### config.mk
export PLATFORM = sky130hd
export DESIGN_NAME = cv32e40x_lsu_resp_stage_flat
export DESIGN_NICKNAME = d
export VERILOG_FILES = /design/src/rtl/cv32e40x_pkg.sv /design/src/rtl/cv32e40x_lsu_resp_stage_if.sv /design/src/rtl/cv32e40x_lsu_rdata_align.sv /design/src/rtl/cv32e40x_lsu_resp_stage.sv /design/src/flat_wrapper.sv
export SDC_FILE = /design/constraint.sdc
export NUM_CORES = 1
export LEC_CHECK = 0
export BUFFER_PORTS_ARGS = -buffer_cell sky130_fd_sc_hd__buf_2
export CORE_ASPECT_RATIO = 0.7
export CORE_MARGIN = 8
export CORE_UTILIZATION = 46
export DETAILED_ROUTE_END_ITERATION = 8
export PLACE_DENSITY = 0.74
export SLEW_MARGIN = 10
export SYNTH_ARGS = -nofsm -noshare
export SYNTH_HDL_FRONTEND = slang
export SYNTH_SLANG_ARGS = --single-unit
### constraint.sdc
create_clock -name clk -period 6.8 [get_ports clk]
set_input_delay 0.34 -clock clk [delete_from_list [all_inputs] [get_ports clk]]
set_output_delay 0.34 -clock clk [all_outputs]
set_load 0.005 [all_outputs]
### src/rtl/cv32e40x_pkg.sv
// LSU response stage shared types.
// Attribute record carried from issue to response.
package cv32e40x_pkg;

    typedef enum logic [1:0] {
        MPU_OK       = 2'd0,
        MPU_RE_FAULT = 2'd1,
        MPU_WR_FAULT = 2'd2
    } mpu_status_e;

    localparam int LSU_RESP_DEPTH = 2;

    localparam logic [1:0] SIZE_BYTE = 2'd0;
    localparam logic [1:0] SIZE_HALF = 2'd1;

    typedef struct packed {
        logic        we;
        logic [1:0]  size;
        logic        sext;
        logic [1:0]  offset;
        logic        split;
        mpu_status_e mpu_status;
    } lsu_resp_attr_t;

endpackage

### src/rtl/cv32e40x_lsu_resp_stage_if.sv
// LSU response stage bundle: issue attrs, OBI response,
// write-back side results.
interface cv32e40x_lsu_resp_stage_if;
    import cv32e40x_pkg::*;

    logic        trans_valid_i;
    logic        trans_ready_o;
    logic        trans_we_i;
    logic [1:0]  trans_size_i;
    logic        trans_sext_i;
    logic [1:0]  trans_offset_i;
    logic        trans_split_i;
    mpu_status_e trans_mpu_status_i;

    logic        resp_valid_i;
    logic [31:0] resp_rdata_i;
    logic        resp_err_i;

    logic        lsu_valid_o;
    logic [31:0] lsu_rdata_o;
    logic        lsu_err_o;
    mpu_status_e lsu_mpu_status_o;
    logic        lsu_ready_i;
    logic [1:0]  cnt_o;

    modport master (
        output trans_valid_i, trans_we_i, trans_size_i,
        output trans_sext_i, trans_offset_i, trans_split_i,
        output trans_mpu_status_i,
        output resp_valid_i, resp_rdata_i, resp_err_i,
        output lsu_ready_i,
        input  trans_ready_o, lsu_valid_o, lsu_rdata_o,
        input  lsu_err_o, lsu_mpu_status_o, cnt_o
    );

    modport slave (
        input  trans_valid_i, trans_we_i, trans_size_i,
        input  trans_sext_i, trans_offset_i, trans_split_i,
        input  trans_mpu_status_i,
        input  resp_valid_i, resp_rdata_i, resp_err_i,
        input  lsu_ready_i,
        output trans_ready_o, lsu_valid_o, lsu_rdata_o,
        output lsu_err_o, lsu_mpu_status_o, cnt_o
    );

endinterface

### src/rtl/cv32e40x_lsu_rdata_align.sv
// Load data extract / split merge / extend.
// Purely combinational.
module cv32e40x_lsu_rdata_align
    import cv32e40x_pkg::*;
(
    input  logic [31:0] i_rdata,
    input  logic [1:0]  i_size,
    input  logic        i_sext,
    input  logic [1:0]  i_offset,
    input  logic        i_second,
    input  logic [31:0] i_held,
    input  logic [1:0]  i_off_first,
    output logic [31:0] o_shifted,
    output logic [31:0] o_rdata
);

    logic [5:0]  w_up_sh;
    logic [31:0] w_merged;
    logic [31:0] w_src;

    assign o_shifted = i_rdata >> {i_offset, 3'b000};

    // Second beat bytes land above the bytes kept from beat one.
    assign w_up_sh  = 6'd32 - {1'b0, i_off_first, 3'b000};
    assign w_merged = i_held | (i_rdata << w_up_sh);
    assign w_src    = i_second ? w_merged : o_shifted;

    // Select the access width and extend to 32 bits.
    always_comb begin
        o_rdata = w_src;
        case (i_size)
            SIZE_BYTE: o_rdata = {{24{i_sext & w_src[7]}},
                                  w_src[7:0]};
            SIZE_HALF: o_rdata = {{16{i_sext & w_src[15]}},
                                  w_src[15:0]};
            default:   o_rdata = w_src;
        endcase
    end

endmodule

### src/rtl/cv32e40x_lsu_resp_stage.sv
// LSU response stage: in-order attribute FIFO, response
// pairing, split-access merge. DEPTH must be 1..3 (cnt_o 2b).
module cv32e40x_lsu_resp_stage
    import cv32e40x_pkg::*;
#(
    parameter int DEPTH = LSU_RESP_DEPTH
)
(
    input logic                      clk,
    input logic                      rst_n,
    cv32e40x_lsu_resp_stage_if.slave bus
);

    localparam int PW = (DEPTH > 1) ? $clog2(DEPTH) : 1;
    localparam logic [1:0]    DEPTH_C = 2'(DEPTH);
    localparam logic [PW-1:0] LAST_C  = PW'(DEPTH - 1);

    lsu_resp_attr_t r_fifo [DEPTH];
    logic [PW-1:0]  r_wptr;
    logic [PW-1:0]  r_rptr;
    logic [1:0]     r_cnt;
    logic [31:0]    r_hold;
    logic           r_err_first_q;
    logic [1:0]     r_off_first;
    logic           r_second;

    lsu_resp_attr_t w_head;
    lsu_resp_attr_t w_new;
    logic           w_nonempty;
    logic           w_head_ok;
    logic           w_ready;
    logic           w_push;
    logic           w_pop;
    logic [31:0]    w_shifted;
    logic [31:0]    w_aligned;

    function automatic logic [PW-1:0] f_inc(
        input logic [PW-1:0] p
    );
        return (p == LAST_C) ? '0 : p + PW'(1);
    endfunction

    assign w_new = '{
        we:         bus.trans_we_i,
        size:       bus.trans_size_i,
        sext:       bus.trans_sext_i,
        offset:     bus.trans_offset_i,
        split:      bus.trans_split_i,
        mpu_status: bus.trans_mpu_status_i
    };

    assign w_head     = r_fifo[r_rptr];
    assign w_nonempty = (r_cnt != 2'd0);
    assign w_head_ok  = (w_head.mpu_status == MPU_OK);
    assign w_ready    = (r_cnt < DEPTH_C);
    assign w_push     = bus.trans_valid_i & w_ready;
    // Blocked heads never see a bus beat, so they retire alone.
    assign w_pop      = w_nonempty &
                        (w_head_ok ? bus.resp_valid_i : 1'b1);

    cv32e40x_lsu_rdata_align u_align (
        .i_rdata     (bus.resp_rdata_i),
        .i_size      (w_head.size),
        .i_sext      (w_head.sext),
        .i_offset    (w_head.offset),
        .i_second    (r_second),
        .i_held      (r_hold),
        .i_off_first (r_off_first),
        .o_shifted   (w_shifted),
        .o_rdata     (w_aligned)
    );

    assign bus.trans_ready_o    = w_ready;
    assign bus.cnt_o            = r_cnt;
    assign bus.lsu_valid_o      = w_pop;
    assign bus.lsu_mpu_status_o = w_nonempty ? w_head.mpu_status
                                             : MPU_OK;
    assign bus.lsu_err_o = w_pop &
                           ((w_head_ok & bus.resp_err_i) |
                            (r_second & r_err_first_q));
    assign bus.lsu_rdata_o = (w_pop & w_head_ok & ~w_head.we)
                             ? w_aligned : 32'd0;

    // FIFO storage, pointers and occupancy count.
    always_ff @(posedge clk or negedge rst_n) begin
        if (!rst_n) begin
            r_wptr <= '0;
            r_rptr <= '0;
            r_cnt  <= 2'd0;
            for (int i = 0; i < DEPTH; i++) begin
                r_fifo[i] <= '0;
            end
        end else begin
            if (w_push) begin
                r_fifo[r_wptr] <= w_new;
                r_wptr         <= f_inc(r_wptr);
            end
            if (w_pop) begin
                r_rptr <= f_inc(r_rptr);
            end
            case ({w_push, w_pop})
                2'b10:   r_cnt <= r_cnt + 2'd1;
                2'b01:   r_cnt <= r_cnt - 2'd1;
                default: r_cnt <= r_cnt;
            endcase
        end
    end

    // Split-access state: bytes and error of the first beat.
    always_ff @(posedge clk or negedge rst_n) begin
        if (!rst_n) begin
            r_hold        <= 32'd0;
            r_err_first_q <= 1'b0;
            r_off_first   <= 2'd0;
            r_second      <= 1'b0;
        end else if (w_pop) begin
            if (r_second) begin
                r_second      <= 1'b0;
                r_err_first_q <= 1'b0;
            end else if (w_head.split) begin
                r_second      <= 1'b1;
                r_hold        <= w_shifted;
                r_off_first   <= w_head.offset;
                r_err_first_q <= w_head_ok & bus.resp_err_i;
            end
        end
    end

    a_no_backpressure : assert property (
        @(posedge clk) disable iff (!rst_n)
        bus.lsu_valid_o |-> bus.lsu_ready_i
    );

    a_resp_protocol : assert property (
        @(posedge clk) disable iff (!rst_n)
        bus.resp_valid_i |-> (w_nonempty && w_head_ok)
    );

endmodule

### src/flat_wrapper.sv
// flat-port wrapper written by rule: the top's interface ports become plain ports
module cv32e40x_lsu_resp_stage_flat import cv32e40x_pkg::*;
#(
    parameter int DEPTH = LSU_RESP_DEPTH
)
  (clk, rst_n, bus_trans_valid_i, bus_trans_we_i, bus_trans_size_i, bus_trans_sext_i, bus_trans_offset_i, bus_trans_split_i, bus_trans_mpu_status_i, bus_resp_valid_i, bus_resp_rdata_i, bus_resp_err_i, bus_lsu_ready_i, bus_trans_ready_o, bus_lsu_valid_o, bus_lsu_rdata_o, bus_lsu_err_o, bus_lsu_mpu_status_o, bus_cnt_o);
  cv32e40x_lsu_resp_stage_if bus_i ();
  input logic clk;
  input logic rst_n;
  input wire logic [$bits(bus_i.trans_valid_i)-1:0] bus_trans_valid_i;
  input wire logic [$bits(bus_i.trans_we_i)-1:0] bus_trans_we_i;
  input wire logic [$bits(bus_i.trans_size_i)-1:0] bus_trans_size_i;
  input wire logic [$bits(bus_i.trans_sext_i)-1:0] bus_trans_sext_i;
  input wire logic [$bits(bus_i.trans_offset_i)-1:0] bus_trans_offset_i;
  input wire logic [$bits(bus_i.trans_split_i)-1:0] bus_trans_split_i;
  input wire logic [$bits(bus_i.trans_mpu_status_i)-1:0] bus_trans_mpu_status_i;
  input wire logic [$bits(bus_i.resp_valid_i)-1:0] bus_resp_valid_i;
  input wire logic [$bits(bus_i.resp_rdata_i)-1:0] bus_resp_rdata_i;
  input wire logic [$bits(bus_i.resp_err_i)-1:0] bus_resp_err_i;
  input wire logic [$bits(bus_i.lsu_ready_i)-1:0] bus_lsu_ready_i;
  output wire logic [$bits(bus_i.trans_ready_o)-1:0] bus_trans_ready_o;
  output wire logic [$bits(bus_i.lsu_valid_o)-1:0] bus_lsu_valid_o;
  output wire logic [$bits(bus_i.lsu_rdata_o)-1:0] bus_lsu_rdata_o;
  output wire logic [$bits(bus_i.lsu_err_o)-1:0] bus_lsu_err_o;
  output wire logic [$bits(bus_i.lsu_mpu_status_o)-1:0] bus_lsu_mpu_status_o;
  output wire logic [$bits(bus_i.cnt_o)-1:0] bus_cnt_o;
  assign bus_i.trans_valid_i = bus_trans_valid_i;
  assign bus_i.trans_we_i = bus_trans_we_i;
  assign bus_i.trans_size_i = bus_trans_size_i;
  assign bus_i.trans_sext_i = bus_trans_sext_i;
  assign bus_i.trans_offset_i = bus_trans_offset_i;
  assign bus_i.trans_split_i = bus_trans_split_i;
  assign bus_i.trans_mpu_status_i = bus_trans_mpu_status_i;
  assign bus_i.resp_valid_i = bus_resp_valid_i;
  assign bus_i.resp_rdata_i = bus_resp_rdata_i;
  assign bus_i.resp_err_i = bus_resp_err_i;
  assign bus_i.lsu_ready_i = bus_lsu_ready_i;
  assign bus_trans_ready_o = bus_i.trans_ready_o;
  assign bus_lsu_valid_o = bus_i.lsu_valid_o;
  assign bus_lsu_rdata_o = bus_i.lsu_rdata_o;
  assign bus_lsu_err_o = bus_i.lsu_err_o;
  assign bus_lsu_mpu_status_o = bus_i.lsu_mpu_status_o;
  assign bus_cnt_o = bus_i.cnt_o;
  cv32e40x_lsu_resp_stage #(.DEPTH(DEPTH)) u_core (.clk(clk), .rst_n(rst_n), .bus(bus_i));
endmodule
# Yosys cells after proc, flatten, opt, wreduce, memory -nomap -nowiden
# Cells that the tools add are included.
totals:
  output_inout_bits: 39
  elab_cells: 74
  inputBits: 47
  regBits: 58
classes:
  shift: 2
  eq_ne: 3
  reduce_logical: 8
  bitwise_logic: 15
  order_cmp: 4
  add_sub_neg: 5
  mux: 18
op_table:
  columns: ["cell", "n"]
  rows:
  - ["two-way mux 32 bit", 2]
  - ["case mux 32 bit (2 select lines)", 1]
  - ["two-way mux 9 bit", 4]
  - ["OR 32 bit", 1]
  - ["left shift 32 x 6 -> 32 bit", 1]
  - [">> shifter 32 x 5 -> 32 bit", 1]
  - ["bitwise mux 18 bit", 1]
  - ["AND 1 bit", 9]
  - ["demux 9 bit (select 1 bit)", 1]
  - ["two-way mux 1 bit", 7]
  - ["nonzero test 2 bit", 3]
  - ["subtractor 6 x 5 -> 6 bit, first input constant", 1]
  - ["== test 2 x 1 -> 1 bit, second input constant", 2]
  - ["greater-or-equal comparator 2 bit, second input constant", 2]
  - ["zero test 2 bit", 2]
  - ["NOT 1 -> 2 bit", 2]
  - ["case mux 2 bit (2 select lines)", 1]
  - ["AND reduction 3 bit", 1]
  - ["adder 1 bit, second input constant", 2]
  - ["adder 2 x 1 -> 2 bit, second input constant", 1]
  - ["== test 2 bit, second input constant", 1]
  - ["less-than comparator 2 x 1 -> 1 bit, second input constant", 1]
  - ["less-than comparator 2 bit, second input constant", 1]
  - ["two-way mux 2 bit", 1]
  - ["other kinds (5)", 6]

# Depth between registers and ports, before layout
# Gate-level depths: netlist of run 1.
depth:
  depth_word: 10
  depth_mapped: 10
  depth_no_buf: 8

# Cells and area by module
# A second synthesis of run 1 with hierarchy kept.
unflattened:
  cells_unflattened: 429
  area_unflattened_um2: 4516.8
by_module_without_submodules:
  columns: ["mod", "instances", "area_per_inst_um2", "cells_per_inst", "seq_area_each_um2"]
  rows:
  - ["cv32e40x_lsu_resp_stage", 1, 2726.4, 193, 1451.4]
  - ["cv32e40x_lsu_rdata_align", 1, 1790.5, 236, 0.0]

# Worst setup path before layout of run 1
# OpenSTA, ideal clock, no wires.
synth_path:
  kind: "flip-flop to output port"
  startpoint: "reg u_core.r_off_first[0]"
  endpoint: "out bus_lsu_rdata_o[30]"
  required_time_ns: 6.460
  arrival_ns: 2.224
  slack_ns: 4.236
  path_buffers: 2
  stages_incl_launch_ff: 10
  cell_sequence: "dfrtp_1 -> buf_2 -> inv_1 -> ha_1 -> buf_2 -> mux4_2 -> a21oi_1 -> nor2_1 -> a311oi_1 -> a211oi_2"
synth_between:
  elab_chain_cells: 7
  elab_cells_between_ends: 8
  classes_between: "add/sub (1); shift (1); mux (3); bitwise (3)"
synth_lines:
  columns: ["element", "line_no", "text"]
  rows:
  - ["start: declaration", "cv32e40x_lsu_resp_stage.sv:24", "logic [1:0] r_off_first;"]
  - ["start signal: assignment", "cv32e40x_lsu_resp_stage.sv:123", "r_off_first <= w_head.offset;"]
  - ["subtractor 6 x 5 -> 6 bit *", "cv32e40x_lsu_rdata_align.sv:24", "assign w_up_sh = 6'd32 - {1'b0, i_off_first, 3'b000};"]
  - ["left shift 32 x 6 -> 32 bit *", "cv32e40x_lsu_rdata_align.sv:25", "assign w_merged = i_held | (i_rdata << w_up_sh);"]
  - ["OR 32 bit *", "cv32e40x_lsu_rdata_align.sv:25", null]
  - ["two-way mux 32 bit *", "cv32e40x_lsu_rdata_align.sv:26", "assign w_src = i_second ? w_merged : o_shifted;"]
  - ["AND 1 bit (on tied branches)", "cv32e40x_lsu_rdata_align.sv:34, cv32e40x_lsu_rdata_align.sv:32", null]
  - ["case mux 32 bit (2 select lines) *", "cv32e40x_lsu_rdata_align.sv:31", "case (i_size)"]
  - ["two-way mux 32 bit *", "cv32e40x_lsu_resp_stage.sv:82", "? w_aligned : 32'd0;"]
  - ["end: declaration", "flat_wrapper.sv:23", "output wire logic [$bits(bus_i.lsu_rdata_o)-1:0] bus_lsu_rdata_o;"]
# Every way passes the cells marked *; elsewhere a longest branch is shown, timed or not.

# Worst setup path after layout of run 1
layout_path:
  startpoint: "reg u_core.r_off_first[0]"
  endpoint: "out bus_lsu_rdata_o[16]"
# The elaborated chain is that of the path after synthesis.

==> results.toml, run 1 <==
[power]
ir_drop_uv = 300
power_density_mw_per_mm2 = 585
p_leak_nw = 2.36
power_mw = 2.98

[yosys]
synth_top_area_share_pct = 33.2
synth_seq_area_share_pct = 33.2
synthTopCellsByCount = "58 x dfrtp_1, 58 x mux2i_1, 50 x nor2_1, 33 x mux2_2, 31 x nand2_1"
syn_area_per_cell_um2 = 9.56
synth_area_leaders = "dfrtp_1 33%, mux2i_1 13%, mux2_2 8.5%"
postSynthCellCount = 457
synth_ff_type = "dfrtp_1"
syn_area_mm2 = 0.00437
yosysTopAreaCell = "dfrtp_1"
synth_cell_type_count = 50
yosysWarningCount = 0
synth_edf_count = 0
syn_nets = 507
synth_seq_cells = 58
ys_async_sr_fraction_pct = 100

[floorplanning]
die_y_um = 97.5
coreArea_mm2 = 0.00914
initial_core_util_pct = 47.8
die_area_mm2 = 0.0129
ios = 86
num_rows = 29
die_w_um = 132

[sta]
setup_tns_ns = 0
setup_violations = 0
finClkSkew_ns = 0.00424
fin_crit_sh_pct = 69.6
tightest_slew_ns = 1.04
rsz0062_at_grt = "false"
drv_slew = 0
fmax_mhz = 211
slew-limit-headroom_pct = 30.4
hold_ws_ns = 0.171
min_period_ns = 4.73
hold_viol_final = 0

[final_layout]
layout.nets = 569
area_growth_pct = 16.7
diodes = 0
drive_gt1_share_pct = 31.7

[route]
vias = 4082
postRouteAntennaNets = 0
via_per_inst = 6.30
wl_per_cell_um = 21.0
first_iter_violations = 534
routed_wl_um = 13600
drc_errors = 0
first_pass_iters = 7

[grt]
grt_pass1_wl_um = 21800
track_usage_pct = 20.8
first_global_vias = 4150
grt_max_degree = 59
overflow = 0
antenna_found_initial = 2

[clocking]
cts-root-buf = "clkbuf_16"
clkTransAtPathRegs_ns = 0.05
post_cts_buffers = 0
hold_buffers = 0
h-tree-depth = 3
cts_buffers = 9
tritoncts = "built"
clk-insertion-delay-late_ns = 0.33
cts_buffer_depth = 2
clock_sinks = 58
post_cts_resized = 0

[worst_setup_path]
criticalPathCategory = "register to primary output"
crit_required_ns = 6.46
worstPathMaxFanout = 20
end_kind = "primary output"
cp.arrival_ns = 4.39
startpoint_type = "register"

[placed_design]
dp_hpwl_um = 9300
place_congestion = 0.848
io_buffers = 84

[worst_hold_path]
min_path_type = "input port to asynchronous set/reset pin"

[run_status]
status = "finished, final reports clean"

[run]
max_cap_violations = 0
[layer usage]
layer  GRT usage [%]  routed length (µm)
met1            28.3                6110
met2            30.6                5850
met3            7.18                1470
met4            5.65                 177
met5               0                  22
[final cells by class]
class                           count  area, µm²
Multi-Input combinational cell    353       2700
Clock inverter                      7       77.6
Inverter                            8       30.0
Tap cell                          124        155
Timing Repair Buffer               89        458
Clock buffer                        9        225
Sequential cell                    58       1450
Fill cell                         812       4050
[cells in the final DEF, fill, tap and decap left out, types with 2 or more instances in the layout]
master	instances
nand3_1	11
o211a_1	6
o31a_1	7
buf_2	84
ha_1	3
nand2b_1	4
o21ai_0	27
buf_4	5
a211oi_2	12
dfrtp_1	58
inv_1	8
nor3b_1	8
o32a_1	2
a22o_1	2
a21oi_1	20
or2_2	2
clkbuf_16	9
nor2_1	50
xnor2_1	5
mux2_2	33
nor3_1	7
mux2i_1	57
mux4_2	2
a211oi_1	11
o311a_1	8
nand2_1	31
o31ai_1	23
clkinvlp_4	4
[power by group]
group	internal [mW]	total, mW	switching (mW)
Combinational	0.749	1.83	1.08
Sequential	0.518	0.695	0.177
Clock	0.285	0.461	0.176
Total	1.55	2.98	1.43
[worst max-delay path: stages, from the launching register on]
cell and delay, ns:
dfrtp_1 1.01, inv_1 0.25, ha_1 0.97, or2_2 0.38, nor2_1 0.07, or3_1 0.37, a31oi_4 0.64, a211oi_1 0.19
buf_2 0.17
[final timing paths]
path                                  startpoint             endpoint  slack (ns)  cells past startpoint
min reg2reg                    u_core.r_hold[22]    u_core.r_hold[22]        0.48                      2
min in group clk                bus_trans_sext_i    u_core.r_fifo[14]        0.26                      2
max                        u_core.r_off_first[0]  bus_lsu_rdata_o[16]        2.07                      8
min                                        rst_n     u_core.r_fifo[3]        0.17                      2
max reg2reg                        u_core.r_rptr     u_core.r_hold[1]        4.04                      4
max in group asynchronous                  rst_n    u_core.r_hold[24]        6.12                      2
[cell families (layout without fill, tap and decap cells)]
family	after synthesis	count (layout)	synth area share (%)
adders and majority gates	3	3	0.859
and+or+nand+nor	120	120	12.6
AOI/OAI and AO/OA	129	129	23.1
DFF	58	58	33.2
buffers and inverters	46	113	5.30
muxes	96	96	23.9
xor gates and xnor gates	5	5	1.00
[registers in the layout, summed over array words and instances, names as in the netlist]
name                  count
u_core.r_off_first        2
u_core.r_err_first_q      1
u_core.r_fifo            18
u_core.r_second           1
u_core.r_hold            32
u_core.r_rptr             1
u_core.bus.cnt_o          2
u_core.r_wptr             1
[through the flow]
| stage | instance area (µm²) | util [%] | setup slack, ns | cells |
|---|---|---|---|---|
| after global routing | 5100 | 55.8 | 1.84 | 648 |
| after floorplan | 4370 | - | 4.24 | 457 |
| final | 5100 | 55.8 | 2.07 | 648 |
| after CTS | 5100 | 55.8 | 2.11 | 648 |
| after global placement | 4800 | 52.4 | 2.54 | 632 |
| after detailed placement | 4800 | 52.4 | 2.47 | 632 |
Note: power is estimated with default switching activity, not from simulation.
==> inputs of run 2 (changes only) <==
--- a/config.mk
+++ b/config.mk
@@ -5,6 +5,7 @@
 export SDC_FILE = /design/constraint.sdc
 export NUM_CORES = 1
 export LEC_CHECK = 0
+export ABC_AREA = 1
 export BUFFER_PORTS_ARGS = -buffer_cell sky130_fd_sc_hd__buf_2
 export CORE_ASPECT_RATIO = 0.7
 export CORE_MARGIN = 8
==> constraint.sdc (replaced) <==
create_clock -name clk -period 4.4 [get_ports clk]
set_input_delay 0.22 -clock clk [delete_from_list [all_inputs] [get_ports clk]]
set_output_delay 0.22 -clock clk [all_outputs]
set_load 0.005 [all_outputs]
==> results.toml, run 2 <==
[floorplanning]
die_w_um = 133
ios = 86
die_y_um = 97.7
num_rows = 29
coreArea_mm2 = 0.00918
die_area_mm2 = 0.0130
initial_core_util_pct = 47.8

[sta]
setup_tns_ns = 0
setup_violations = 0
drv_slew = 0
slew-limit-headroom_pct = 29.7
fin_crit_sh_pct = 77.4
hold_viol_final = 0
worst_slack_ns = 0.993
min_period_ns = 3.41
tightest_slew_ns = 1.05
finClkSkew_ns = 0.00556
rsz0062_at_grt = "false"
fmax_mhz = 293

[worst_setup_path]
cp.arrival_ns = 3.19
r2r_start = "u_core.r_rptr"
reg2regPathDepth = 7
reg2reg_slack_ns = 1.86
end_kind = "primary output"
r2r_end = "u_core.r_hold[11]"
crit_required_ns = 4.18
worstPathMaxFanout = 25
criticalPathCategory = "register to primary output"
startpoint_type = "register"

[yosys]
synth_edf_count = 0
ys_async_sr_fraction_pct = 100
postSynthCellCount = 716
synth_seq_area_share_pct = 33.1
synth_area_leaders = "dfrtp_1 33%, nand2_1 24%, nand3_1 8.1%"
synth_cell_type_count = 35
yosysWarningCount = 0
synth_most_common_cell = "nand2_1"
syn_nets = 766
yosysTopAreaCell = "dfrtp_1"
syn_area_mm2 = 0.00439
synth_seq_cells = 58
synth_ff_type = "dfrtp_1"
syn_area_per_cell_um2 = 6.13
synthTopCellsByCount = "276 x nand2_1, 74 x inv_1, 71 x nand3_1, 63 x o21ai_0, 58 x dfrtp_1"
synth_top_area_share_pct = 33.1

[route]
drc_errors = 0
via_per_inst = 5.49
first_iter_violations = 452
first_pass_iters = 6
wl_per_cell_um = 15.3
routed_wl_um = 13800
postRouteAntennaNets = 0
vias = 4975

[final_layout]
largest_reg_flops = 32
fillCellCount = 908
mostFrequentLayoutCell = "nand2_1"
reg_top3 = "u_core.r_hold x32, u_core.r_fifo x18"
stdcell_area_mm2 = 0.00514
drive_gt1_share_pct = 15.7
most-common-layout-cells = "276 x nand2_1, 84 x buf_2, 74 x inv_1, 71 x nand3_1, 63 x o21ai_0"
diodes = 0
finalNonFillerCells = 907
area_growth_pct = 17.1
layout.nets = 830
regMostFlops = "u_core.r_hold"

[clocking]
clock_sinks = 58
cts-root-buf = "clkbuf_16"
cts_buffers = 9
h-tree-depth = 3
post_cts_buffers = 0
tritoncts = "built"
post_cts_resized = 0
clkTransAtPathRegs_ns = 0.05
cts_buffer_depth = 2
hold_buffers = 0
clk-insertion-delay-late_ns = 0.33

[grt]
grt_pass1_wl_um = 23500
antenna_found_initial = 0
first_global_vias = 4845
use_met2_pct = 33.9
overflow = 0
global_route.usage.met3_pct = 5.06
grt_max_degree = 59
gr-max-usage-layer = "met2"
track_usage_pct = 21.6
use_met1_pct = 28.7

[power]
ir_drop_uv = 495
power_density_mw_per_mm2 = 846
p_leak_nw = 2.90

[placed_design]
io_buffers = 84
dp_slack_ns = 1.37
dp_hpwl_um = 9880
place_congestion = 0.914
place_inst = 893
place_area_mm2 = 0.00485

[run]
max_cap_violations = 0

[run_status]
status = "finished, final reports clean"

[worst_hold_path]
min_path_type = "input port to asynchronous set/reset pin"
[run 2: changes by cell type in the layout (fill, tap and decap cells not counted), sizes merged, moves of 12 or more]
cell    before  now
nand2       31  279
o31ai       23    0
inv          9   79
a211oi      23    0
nand3       12   73
mux2i       59    2
a21oi       21   33
o21ai       27   72
mux2        35    0
[run 2: logic make-up after synthesis]
kind of cell	Yosys count	synth area share (%)
and+or+nand+nor	410	38.8
AOI/OAI and AO/OA	120	14.9
buffers and inverters	120	11.3
DFF	58	33.1
xor gates and xnor gates	3	0.599
adders and majority gates	3	0.856
muxes	2	0.456
[run 2: routing by layer]
metal	routed length, µm	vias up
met4	310	0
met1	5960	2250
met3	1440	35
met5	0	-
met2	6120	286
li1	-	2404
[run 2: final cells by class]
class	instances	area (µm²)	area share, %
clock buffer	11	253	4.92
sequential	58	1450	28.2
inverter	79	297	5.77
tap	124	155	3.02
clock inverter	3	40.0	0.779
multi-input combinational	538	2450	47.6
timing repair buffer	94	495	9.64
[run 2: worst max path at each step]
| stage | depth (start not counted) | slack (ns) | endpoint | from |
|---|---|---|---|---|
| 2_1_floorplan | 11 | 1.88 | bus_lsu_rdata_o[0] | u_core.r_off_first[0] |
| 3_3_place_gp | 11 | 1.41 | bus_lsu_rdata_o[25] | u_core.r_rptr |
| 3_5_place_dp | 11 | 1.37 | bus_lsu_rdata_o[19] | u_core.r_rptr |
| 4_1_cts | 11 | 0.99 | bus_lsu_rdata_o[19] | u_core.r_rptr |
| 5_1_grt | 11 | 0.70 | bus_lsu_rdata_o[25] | u_core.r_rptr |
| 6_report | 11 | 0.99 | bus_lsu_rdata_o[19] | u_core.r_rptr |
[run 2: metrics by stage]
step	hold slack [ns]	power [mW]	util, %
6_report	0.0556	4.35	56.0
5_1_grt	0.141	4.75	56.0
4_1_cts	0.0895	4.32	56.0
3_5_place_dp	0.438	3.60	52.8
3_3_place_gp	0.430	3.51	52.8
2_1_floorplan	-0.0756	2.91	-
[run 2: critical path: stages, from the launching register on]
cell and delay [ns]:
dfrtp_1 0.71, inv_2 0.21, nand2_1 0.18, nand2_1 0.55, nand2_1 0.25, nand3_1 0.11, nand3_1 0.19, nand3_4 0.19
nand3_4 0.22, nand2_1 0.08, inv_1 0.06, buf_2 0.10
[run 2: report_power, final]
part / switching [mW] / internal (mW) / total [mW]
logic: 1.85 / 0.864 / 2.72
registers: 0.152 / 0.783 / 0.935
clock network: 0.238 / 0.460 / 0.698
==> inputs of run 3 (changes only) <==
==> constraint.sdc (replaced) <==
create_clock -name clk -period 3.55 [get_ports clk]
set_input_delay 0.1775 -clock clk [delete_from_list [all_inputs] [get_ports clk]]
set_output_delay 0.1775 -clock clk [all_outputs]
set_load 0.005 [all_outputs]
==> results.toml, run 3 (synthesis results as in run 2) <==
[run_status]
status = "finished, final reports clean"

[clocking]
post_cts_buffers = 0
cts_buffer_depth = 2
tritoncts = "built"
h-tree-depth = 3
clk-insertion-delay-late_ns = 0.34
clkTransAtPathRegs_ns = 0.05
clock_sinks = 58
cts-root-buf = "clkbuf_16"
post_cts_resized = 0
cts_buffers = 9

[worst_setup_path]
cp.arrival_ns = 2.94
worstPathMaxFanout = 18
criticalPathCategory = "register to primary output"
end_kind = "primary output"
slowest_stage = "dfrtp_1"
crit_required_ns = 3.37
cp_common_cell = "nand2_1"
cp-startpoint = "u_core.r_rptr"
path_buf_inv = 4
slowest_delay_ns = 0.72
crit_chain = "inv_2, nand2_1, nand2_1, nor2_1, o2111ai_2, buf_4, a21oi_1, nand2_1, inv_1, buf_2"
r2r_start = "u_core.r_rptr"
crit_family = "buffers and inverters"
startpoint_type = "register"

[run]
max_cap_violations = 0

[worst_hold_path]
min_path_type = "input port to register"
min_from = "bus_trans_size_i[0]"

[sta]
tightest_slew_ns = 0.917
fmax_mhz = 321
slew-limit-headroom_pct = 38.9
setup_tns_ns = 0
fin_crit_sh_pct = 87.7
rsz0062_at_grt = "false"
worst_slack_ns = 0.436
finClkSkew_ns = 0.00693
hold_ws_ns = 0.110
hold_viol_final = 0
setup_violations = 0
drv_slew = 0
min_period_ns = 3.11

[grt]
overflow = 0
track_usage_pct = 21.6
grt_pass1_wl_um = 23100
first_global_vias = 4699
antenna_found_initial = 0
grt_max_degree = 49

[power]
p_leak_nw = 2.91
ir_drop_uv = 503
power_density_mw_per_mm2 = 1040
power_mw = 5.37

[route]
first_iter_violations = 512
wl_per_cell_um = 15.2
drc_errors = 0
postRouteAntennaNets = 0
via_per_inst = 5.43
first_pass_iters = 5
vias = 4962
routed_wl_um = 13900

[floorplanning]
initial_core_util_pct = 47.8
num_rows = 29
die_area_mm2 = 0.0130
coreArea_mm2 = 0.00918
ios = 86
die_w_um = 133
die_y_um = 97.7

[final_layout]
area_growth_pct = 17.8
drive_gt1_share_pct = 16.3
fillCellCount = 948
most-common-layout-cells = "276 x nand2_1, 84 x buf_2, 74 x inv_1, 71 x nand3_1, 63 x o21ai_0"
mostFrequentLayoutCell = "nand2_1"
reg_top3 = "u_core.r_hold x32, u_core.r_fifo x18"
fin_util_pct = 56.3
layout.nets = 835
regMostFlops = "u_core.r_hold"
largest_reg_flops = 32
finalNonFillerCells = 914
diodes = 0
stdcell_area_mm2 = 0.00517

[placed_design]
dp_slack_ns = 0.849
io_buffers = 84
place_congestion = 0.903
place_area_mm2 = 0.00488
dp_hpwl_um = 10000
place_inst = 897
## run 3: layout make-up
type	instances	area, µm²	area share [%]
Sequential cell	58	1450	28.1
Timing Repair Buffer	99	536	10.4
Clock buffer	10	239	4.62
Clock inverter	6	41.3	0.799
Multi-Input combinational cell	538	2450	47.4
Tap cell	124	155	3.00
Inverter	79	297	5.74
## run 3: final timing paths
check,endpoint,slack (ns),cells after the start
min in group asynchronous,u_core.r_hold[26],0.46,2
max,bus_lsu_rdata_o[16],0.44,10
max reg2reg,u_core.bus.cnt_o[1],1.12,11
min,u_core.r_fifo[15],0.11,3
max in group asynchronous,u_core.r_fifo[16],2.23,3
min reg2reg,u_core.r_fifo[15],0.48,2
## run 3: timing repair
action	CTS	global route
setup endpoints to repair	0	0
hold buffers	1	0
endpoints found under the hold margin	31	0
## run 3: worst min-delay path, stage by stage
cell and delay, ns:
buf_2 0.09, inv_1 0.05, o21ai_0 0.07
## run 3: report_power, final
part,switching (mW),internal (mW)
Clock,0.328,0.490
Combinational,2.30,1.10
Sequential,0.184,0.969
Total,2.81,2.56
## run 3: per-layer routing
metal	track usage [%]	wire length, µm
met3	5.11	1290
met5	0	0
met1	29.3	6310
met4	5.74	189
met2	33.8	6090
